**src/rtl/mem_port_arbiter.sv**
```systemverilog
// mem_port_arbiter: shares the single-port data memory between the CPU
// load/store path and the host/loader port. One memory strobe per granted
// transaction, one-cycle acknowledge, registered per-requester read data.
module mem_port_arbiter #(
  parameter int AW = 8,
  parameter int DW = 8
) (
  input  logic          clk,
  input  logic          init,
  input  logic          cpu_req,
  input  logic          cpu_we,
  input  logic [AW-1:0] cpu_addr,
  input  logic [DW-1:0] cpu_wdata,
  output logic          cpu_ack,
  output logic [DW-1:0] cpu_rdata,
  input  logic          host_req,
  input  logic          host_we,
  input  logic [AW-1:0] host_addr,
  input  logic [DW-1:0] host_wdata,
  output logic          host_ack,
  output logic [DW-1:0] host_rdata,
  input  logic          host_lock,
  output logic [AW-1:0] mem_addr,
  output logic [DW-1:0] mem_in,
  output logic          memory_r_en,
  output logic          memory_w_en,
  input  logic [DW-1:0] mem_out,
  output logic          busy,
  output logic          owner
);

  typedef enum logic [1:0] {
    IDLE    = 2'd0,
    ACCESS  = 2'd1,
    CAPTURE = 2'd2,
    ACK     = 2'd3
  } state_t;

  state_t state;
  state_t state_nxt;
  logic   grant;
  logic   grant_host;
  logic   lat_we;

  // Arbitration and next-state decode; requests only matter in IDLE
  always_comb begin
    state_nxt  = state;
    grant      = 1'b0;
    grant_host = 1'b0;
    case (state)
      IDLE: begin
        if (cpu_req || host_req) begin
          grant = 1'b1;
          if (cpu_req && host_req) begin
            // A locked host that already owns the port keeps it;
            // otherwise the tie goes to whoever did not win last time.
            if (owner && host_lock) grant_host = 1'b1;
            else                    grant_host = ~owner;
          end else begin
            grant_host = host_req;
          end
          state_nxt = ACCESS;
        end
      end
      ACCESS:  state_nxt = lat_we ? ACK : CAPTURE;
      CAPTURE: state_nxt = ACK;
      ACK:     state_nxt = IDLE;
      default: state_nxt = IDLE;
    endcase
  end

  // State register, grant latch and per-requester read-data capture
  always_ff @(posedge clk) begin
    if (init) begin
      state      <= IDLE;
      owner      <= 1'b1;
      lat_we     <= 1'b0;
      mem_addr   <= '0;
      mem_in     <= '0;
      cpu_rdata  <= '0;
      host_rdata <= '0;
    end else begin
      state <= state_nxt;
      if (grant) begin
        owner <= grant_host;
        if (grant_host) begin
          lat_we   <= host_we;
          mem_addr <= host_addr;
          mem_in   <= host_wdata;
        end else begin
          lat_we   <= cpu_we;
          mem_addr <= cpu_addr;
          mem_in   <= cpu_wdata;
        end
      end
      if (state == CAPTURE) begin
        if (owner) host_rdata <= mem_out;
        else       cpu_rdata  <= mem_out;
      end
    end
  end

  // Strobes, acks and busy are decoded from registered state only
  assign memory_w_en = (state == ACCESS) &&  lat_we;
  assign memory_r_en = (state == ACCESS) && !lat_we;
  assign cpu_ack     = (state == ACK) && !owner;
  assign host_ack    = (state == ACK) &&  owner;
  assign busy        = (state != IDLE);

endmodule

```
**config.mk**
```make
export PLATFORM = sky130hd
export DESIGN_NAME = mem_port_arbiter
export DESIGN_NICKNAME = d
export VERILOG_FILES = /design/src/rtl/mem_port_arbiter.sv
export SDC_FILE = /design/constraint.sdc
export NUM_CORES = 1
export LEC_CHECK = 0
export ABC_CLOCK_PERIOD_IN_PS = 4000
export BUFFER_PORTS_ARGS = -buffer_cell sky130_fd_sc_hd__buf_4
export CAP_MARGIN = 20
export CORE_UTILIZATION = 49
export CTS_CLUSTER_DIAMETER = 150
export DETAILED_ROUTE_END_ITERATION = 10
export PLACE_DENSITY = 0.95
export SYNTH_ARGS = -nofsm -noshare
export SYNTH_HDL_FRONTEND = slang
export SYNTH_SLANG_ARGS = --single-unit
```
**constraint.sdc**
```tcl
create_clock -name clk -period 4 [get_ports clk]
set_clock_uncertainty 0.2 [all_clocks]
set_input_delay 1 -clock clk [delete_from_list [all_inputs] [get_ports clk]]
set_output_delay 1 -clock clk [all_outputs]
set_load 0.05 [all_outputs]
```
## Word-level counts from Yosys, hierarchy flattened

Cells that the tools add are included.

- Register bits: 36
- Output and inout bits: 38

- Bitwise gates (word level): 1
- Equality and inequality tests: 4
- Mux-type cells: 12
- Reduce and logical (&&, ||, !) cells: 13

Operator list:

| kind | number |
|---|---|
| two-way mux 8 bit | 2 |
| two-way mux 1 bit | 8 |
| one-hot mux 2 bit (4 select lines) | 1 |
| logical AND 1 bit | 6 |
| == test 2 bit, second input constant | 2 |
| AND reduction 2 bit | 2 |
| == test 2 x 1 -> 1 bit, second input constant | 1 |
| logical NOT 1 bit | 2 |
| logical NOT 2 bit | 1 |
| two-way mux 2 bit | 1 |
| != test 2 bit, second input constant | 1 |
| nonzero test 2 bit | 1 |
| logical OR 1 bit | 1 |
| inverter 1 bit | 1 |

## Logic depth before layout (Yosys ltp)

Gate-level depths: netlist of the first run.

- Word-level depth: 6
- Depth in mapped cells: 7
- Mapped depth without buffers: 5

## Worst setup path before layout of the first run

Ideal clock, no wire load.

- Kind: register to output
- From: register owner
- To: output port host_ack
- Data required time: 2,800 ps
- Data arrival time: 1,478 ps
- Stages on the path, launching flop included: 3
- Setup slack: 1,322 ps
- Cell sequence: dfxtp_1 -> clkbuf_1 -> and2_1

- Word-level cells in the longest chain between the ends: 1

Ends and longest elaborated chain:

| element | line | source |
|---|---|---|
| from (decl) | 29 | `output logic owner` |
| from (signal assigned) | 85 | `owner <= grant_host;` |
| logical AND 1 bit | 107 | `assign host_ack = (state == ACK) && owner;` |
| to (decl) | 20 | `output logic host_ack,` |

No other way between the ends.

## Worst setup path after layout of the first run

- From: register state[0]
- To: output port busy

- Word-level cells in the longest chain between the ends: 1

Ends and longest elaborated chain:

| element | line | source |
|---|---|---|
| from (decl) | 39 | `state_t state;` |
| from (signal assigned) | 83 | `state <= state_nxt;` |
| nonzero test 2 bit | 108 | `assign busy = (state != IDLE);` |
| to (decl) | 28 | `output logic busy,` |

No other way between the ends.

==> results of run 1 <==
## worst register-to-register path: cells and delay by family, from the launching register on
kind / cells / cell delay (ns)
buffers and inverters: 2 / 0.32
and+or+nand+nor: 1 / 0.49
adders and majority gates: 1 / 0.21
DFF: 1 / 0.42
AOI/OAI and AO/OA: 2 / 0.42
## where the power goes
part	total, mW	internal, mW	switching (mW)
Sequential	0.554	0.468	0.0862
Clock	0.197	0.0674	0.129
Combinational	1.18	0.384	0.792
Total	1.93	0.919	1.01
## cell type report
| cell class | count | area [sq um] | area share (%) |
|---|---|---|---|
| Clock buffer | 5 | 37.54 | 1.579 |
| Sequential cell | 36 | 720.7 | 30.32 |
| Inverter | 3 | 11.26 | 0.4737 |
| Multi-Input combinational cell | 133 | 893.4 | 37.58 |
| Clock inverter | 3 | 18.77 | 0.7895 |
| Timing Repair Buffer | 85 | 638.1 | 26.84 |
| Tap cell | 46 | 57.56 | 2.421 |
## sequential cells by signal, indices dropped and copies added, names as in the netlist
register	cells
mem_in	8
mem_addr	8
state	2
owner	1
cpu_rdata	8
lat_we	1
host_rdata	8
## Yosys cell counts
cell	number	area share [%]
nand3b_2	1	0.64
or3_1	1	0.36
nand2b_1	1	0.36
nor3b_1	1	0.43
and3b_1	1	0.50
buf_6	3	1.9
a21oi_1	10	2.9
buf_1	1	0.21
o21a_1	1	0.43
nand2_1	10	2.1
clkbuf_1	3	0.64
o31ai_1	1	0.43
a41oi_1	17	8.5
nor2b_1	2	0.72
buf_4	3	1.3
o21ai_1	8	2.3
ha_1	5	3.6
dfxtp_1	36	41
nor2_1	27	5.8
mux2i_1	9	5.2
a211oi_2	9	6.4
nand3_1	8	2.3
and2_1	2	0.72
o21ai_4	1	0.93
o21ai_2	1	0.50
o21ai_0	9	2.6
inv_1	3	0.64
buf_8	1	0.86
buf_2	7	2.0
a211oi_1	8	3.4
## final timing paths
| path | startpoint | endpoint | slack [ns] | depth (start not counted) |
|---|---|---|---|---|
| max | state[0] | busy | 1.25 | 5 |
| min | host_rdata[5] | host_rdata[5] | 0.26 | 2 |
| max reg2reg | state[0] | mem_in[4] | 1.87 | 6 |
| min reg2reg | host_rdata[5] | host_rdata[5] | 0.26 | 2 |
## kinds of logic after synthesis
family	Yosys count
buffers and inverters	21
muxes	9
DFF	36
AOI/OAI and AO/OA	65
and+or+nand+nor	54
adders and majority gates	5
## through the flow
step | hold WS [ns] | setup WS, ns
finish | 0.2642 | 1.253
global route | 0.2843 | 1.158
CTS | 0.2658 | 1.260
detailed placement | 0.2498 | 1.589
global placement | 0.2435 | 1.640
floorplan | 0.2905 | 1.322
## layer usage
metal	share of wire, %	up-vias	GRT usage [%]
met5	0	-	0
met3	6.6	16	7.246
li1	-	844	-
met2	50	70	42.40
met4	2.7	0	12.06
met1	41	796	30.01
==> impl_metrics.csv, run 1 <==
group,metric,value,unit
logic_synthesis,ys_seq_area_share,41.26,%
drt,drc,0,
clock_network,post_cts_buffers,0,
global_routing,grt_usage,25.35,%
clock_network,post_cts_resized,0,
timing,timing.setup.tns,0,ns
place,postPlaceCellArea,2321,sq um
run_status,status,"finished clean",
worst_setup_path,crit_chain,"inv_1 -> ha_1 -> buf_4 -> inv_1 -> buf_4",
die,die_h,61.71,microns
die,core,3363,sq um
clock_network,cts_root_buffer,"clkbuf_4",
timing,slew_headroom,56.79,%
drt,dr.pass1.iters,4,
worst_setup_path,worst_setup_path_end_kind,"primary output",
timing,rsz0062_at_grt,"false",
final_layout,fillers,278,
logic_synthesis,synthSimpleGateAreaFrac,13.97,%
place,hpwl,3379,microns
global_routing,first_global_vias,1537,
pwr,irDropWorstVdd,444.3,uV
pwr,p_total,1.927,mW
flow_run,maxCapViolations,0,
final_layout,drive_gt1_share,39.62,%
drt,wl_per_cell,15.32,microns
global_routing,grt_max_degree,37,
die,io_pins,85,
worst_setup_path,worst_setup_path_start_kind,"flop",
worst_setup_path,cp.required,2.80,ns
final_layout,final_cell_mix,"buf_4 (85), dfxtp_1 (36), nor2_1 (27)",
global_routing,antenna_found_initial,0,
timing,finalHoldViolCount,0,
logic_synthesis,synth-seq-cells,36,
worst_setup_path,slowest_delay,0.42,ns
worst_setup_path,cp_max_fo,22,
logic_synthesis,synth_compound_area_share,28.44,%
timing,drv_slew,0,
clock_network,ctsHoldBuffers,0,
logic_synthesis,syn_inst,190,
hold_path,hold_path.class,"reg2reg",
final_layout,postLayoutCellArea,2377,sq um
logic_synthesis,muxShareOfSynthArea,5.158,%
drt,wl,4764,microns
clock_network,path_clk_slew,0.12,ns
pwr,leakagePower,1.078,nW
global_routing,grt_pass1_wl,6941,microns
final_layout,diodes,0,
logic_synthesis,syn_area,1747,sq um
worst_setup_path,slowest_stage,"dfxtp_1",
drt,drt_iter0_markers,81,
logic_synthesis,synthXorXnorAreaFrac,0,%
clock_network,tritoncts,"built",
logic_synthesis,synthAdderAreaFrac,3.582,%
drt,avgViaCountPerCell,5.550,
timing,period_share,68.69,%
final_layout,finalNonFillerCells,311,
place,io_buffers,84,
clock_network,clk_latency,0.35,ns
timing,worst_pin_slew,0.6481,ns
worst_setup_path,critical_path.top_delay_family,"buffers and inverters",
clock_network,clockBufferDepth,2,
clock_network,cts_max_level,2,
final_layout,mostFrequentLayoutCell,"buf_4",
logic_synthesis,avgSynthCellArea,9.193,sq um
timing,max_freq,364.0,MHz
worst_setup_path,cp_data_arrival_time,1.55,ns
timing,setup_viol,0,
drt,vias,1726,
final_layout,layout.nets,316,
clock_network,numCtsBuffers,5,
place,routabilityCongestion,0.7875,
clock_network,cts_sinks,36,
final_layout,syn2layout_area_growth,36.10,%
logic_synthesis,ys_warn_count,0,
worst_setup_path,critPathBufInv,4,
pwr,power_density,810.6,nW/um^2
die,die_x,61.71,microns
place,placed_cells,303,
logic_synthesis,yosysUniqueCellTypes,30,
die,initial_core_util,51.93,%
logic_synthesis,synth_top_family_by_area,"compound AO/OA/AOI/OAI gates",
timing,min_period,2.747,ns
global_routing,grt_overflow,0,
die,placementRows,21,
worst_setup_path,worstSetupPathType,"reg2out",
drt,ant_nets,0,
final_layout,fin_util,70.68,%
die,dieArea,3808,sq um
logic_synthesis,synth_fp_nets,242,
No activity file was read; power rests on OpenSTA's default activity.
==> inputs of run 2 (changes only) <==
- ABC_AREA: default -> 1
- ABC_CLOCK_PERIOD_IN_PS: 4000 -> 2400
- CORE_UTILIZATION: 49 -> 42
- PLACE_DENSITY: 0.95 -> 0.88
- clock period: 4 -> 2.4 ns (I/O delays scaled with it)
==> run 2 against run 1 <==
Effect of this change: synthesized cell count up 33%; via count up 5.7%; worst setup slack worse by 1.0 ns; die area up 22%; first-iteration DRC count up 4.9%; clock-buffer cell count unchanged; register-to-register slack worse by 1.3 ns; sequential share of layout area down 2.1 points.
==> impl_metrics.csv, run 2 <==
group,metric,value,unit
run_status,status,"finished clean",
global_routing,first_global_vias,1682,
final_layout,layout.nets,388,
flow_run,maxCapViolations,0,
final_layout,finalNonFillerCells,387,
clock_network,post_cts_resized,0,
logic_synthesis,synthSimpleGateAreaFrac,32.54,%
worst_setup_path,cp.required,1.60,ns
timing,slew_headroom,61.57,%
logic_synthesis,synth_top_family_by_area,"simple AND/OR/NAND/NOR gates",
logic_synthesis,synth-seq-cells,36,
clock_network,clockBufferDepth,2,
hold_path,hold_end,"host_rdata[3]",
logic_synthesis,syn_inst,252,
timing,period_share,90.88,%
logic_synthesis,yosysUniqueCellTypes,20,
hold_path,hold_path.class,"reg2reg",
clock_network,path_clk_slew,0.07,ns
worst_setup_path,worst_setup_path_end_kind,"primary output",
die,initial_core_util,44.98,%
drt,drc,0,
global_routing,grt_usage,19.78,%
timing,worst_pin_slew,0.5743,ns
global_routing,grtUsageMet1,18.77,%
place,routabilityCongestion,0.7119,
clock_network,post_cts_buffers,0,
place,postPlaceCellArea,2469,sq um
logic_synthesis,synth_fp_nets,304,
final_layout,diodes,0,
clock_network,ctsHoldBuffers,0,
worst_setup_path,crit_start,"state[0]",
pwr,irDropWorstVdd,654.7,uV
clock_network,numCtsBuffers,5,
logic_synthesis,ys_top_cells_by_area,"dfxtp_1 (39%), inv_1 (9.4%), nor2_1 (7.6%)",
timing,finalHoldViolCount,0,
timing,setup_viol,0,
die,die_x,68.16,microns
clock_network,cts_sinks,36,
place,hpwl,3386,microns
global_routing,grt_overflow,0,
timing,rsz0062_at_grt,"false",
timing,worst_hold_slack,0.2911,ns
die,die_h,68.16,microns
logic_synthesis,ys_warn_count,0,
logic_synthesis,muxShareOfSynthArea,0,%
place,io_buffers,84,
logic_synthesis,yosys-top-cells-count,"inv_1 (46), nor2_1 (37), dfxtp_1 (36)",
drt,wl,4339,microns
clock_network,tritoncts,"built",
die,dieArea,4645,sq um
logic_synthesis,avgSynthCellArea,7.294,sq um
logic_synthesis,synthAdderAreaFrac,3.404,%
drt,ant_nets,0,
final_layout,drive_gt1_share,35.31,%
drt,dr.pass1.iters,5,
pwr,p_total,3.237,mW
logic_synthesis,synth-async-reset-ratio,0,%
global_routing,grtUsageMet3,5.333,%
worst_setup_path,worst_setup_path_start_kind,"flop",
logic_synthesis,synth_compound_area_share,10.69,%
worst_setup_path,cp_max_fo,5,
global_routing,use_met2,37.50,%
global_routing,antenna_found_initial,0,
clock_network,clk_latency,0.29,ns
pwr,power_density,1266,nW/um^2
worst_setup_path,ff2ff_path_depth,9,
timing,timing.setup.tns,0,ns
drt,wl_per_cell,11.21,microns
die,placementRows,23,
global_routing,grt_pass1_wl,6755,microns
hold_path,min_from,"host_rdata[3]",
logic_synthesis,yosysTopAreaCell,"dfxtp_1",
logic_synthesis,synthXorXnorAreaFrac,0,%
drt,avgViaCountPerCell,4.716,
final_layout,final_cell_mix,"buf_4 (85), inv_1 (46), nor2_1 (37)",
worst_setup_path,timing.rr.end,"mem_in[5]",
clock_network,cts_max_level,2,
final_layout,syn2layout_area_growth,39.07,%
timing,max_freq,458.5,MHz
logic_synthesis,synth_most_common_cell,"inv_1",
final_layout,postLayoutCellArea,2556,sq um
logic_synthesis,synth_edf_count,0,
place,placed_cells,379,
worst_setup_path,reg2reg_slack,0.60,ns
die,io_pins,85,
worst_setup_path,cp_data_arrival_time,1.38,ns
die,core,4086,sq um
global_routing,top_usage_layer,"met2",
clock_network,cts_root_buffer,"clkbuf_8",
worst_setup_path,worstSetupPathType,"reg2out",
final_layout,mostFrequentLayoutCell,"buf_4",
pwr,leakagePower,1.373,nW
final_layout,multi_input_area,857.1,sq um
global_routing,grt_max_degree,21,
worst_setup_path,r2r-start,"state[0]",
drt,vias,1825,
drt,drt_iter0_markers,85,
timing,drv_slew,0,
hold_path,min_path_cells,2,
logic_synthesis,syn_area,1838,sq um
logic_synthesis,ys.flop_type,"dfxtp_1",
final_layout,fillers,389,
final_layout,seq_area,720.7,sq um
timing,min_period,2.181,ns
logic_synthesis,ys_seq_area_share,39.21,%
logic_synthesis,synth_top_area_share,39.21,%
## run 2: cell types whose count changed in the layout (fill, tap and decap cells not counted), moves of 9 or more
cell | previous run | this run
inv_1 | 3 | 46
nand2_1 | 10 | 33
a41oi_1 | 17 | 0
nand3_1 | 8 | 25
nand3_2 | 0 | 11
nand2_2 | 0 | 10
nor2_1 | 27 | 37
a211oi_2 | 9 | 0
a21oi_1 | 10 | 19
mux2i_1 | 9 | 0
## run 2: area by class of cell
class / instances / area share [%]
clock buffer: 5 / 2.692
clock inverter: 3 / 0.7342
inverter: 48 / 7.440
multi-input combinational: 160 / 33.53
sequential: 36 / 28.19
tap: 50 / 2.447
timing repair buffer: 85 / 24.96
## run 2: worst max path at each step
stage	end	cells after the start
floorplan	cpu_ack	1
global route	busy	4
CTS	busy	4
finish	busy	4
global placement	mem_in[1]	6
detailed placement	mem_in[5]	6
## run 2: metal layers
layer	wire, microns	part of all wire, %
met2	2265	52
met4	68	1.6
met1	1631	38
met5	0	0
met3	373	8.6
## run 2: stage by stage
step	utilization (%)	setup WS, ns
floorplan	-	0.3243
global placement	60.41	0.5384
detailed placement	60.41	0.4997
CTS	62.55	0.2123
global route	62.55	0.1682
finish	62.55	0.2190
## run 2: power by group
group          leakage (nW)  internal, mW  switching [mW]
clock network        0.0479         0.202           0.219
logic                  1.03         0.580            1.32
registers             0.296         0.792           0.122
total                  1.37          1.57            1.66
## run 2: cells by family (layout without fill, tap and decap cells)
| kind of cell | after synthesis | count (layout) |
|---|---|---|
| AOI/OAI and AO/OA | 37 | 37 |
| adders and majority gates | 5 | 5 |
| buffers and inverters | 56 | 141 |
| DFF | 36 | 36 |
| and+or+nand+nor | 118 | 118 |
## run 2: critical path: stages, from the launching register on
cell and delay (ns):
dfxtp_1 0.41, inv_1 0.11, ha_1 0.30, inv_1 0.08
buf_4 0.19
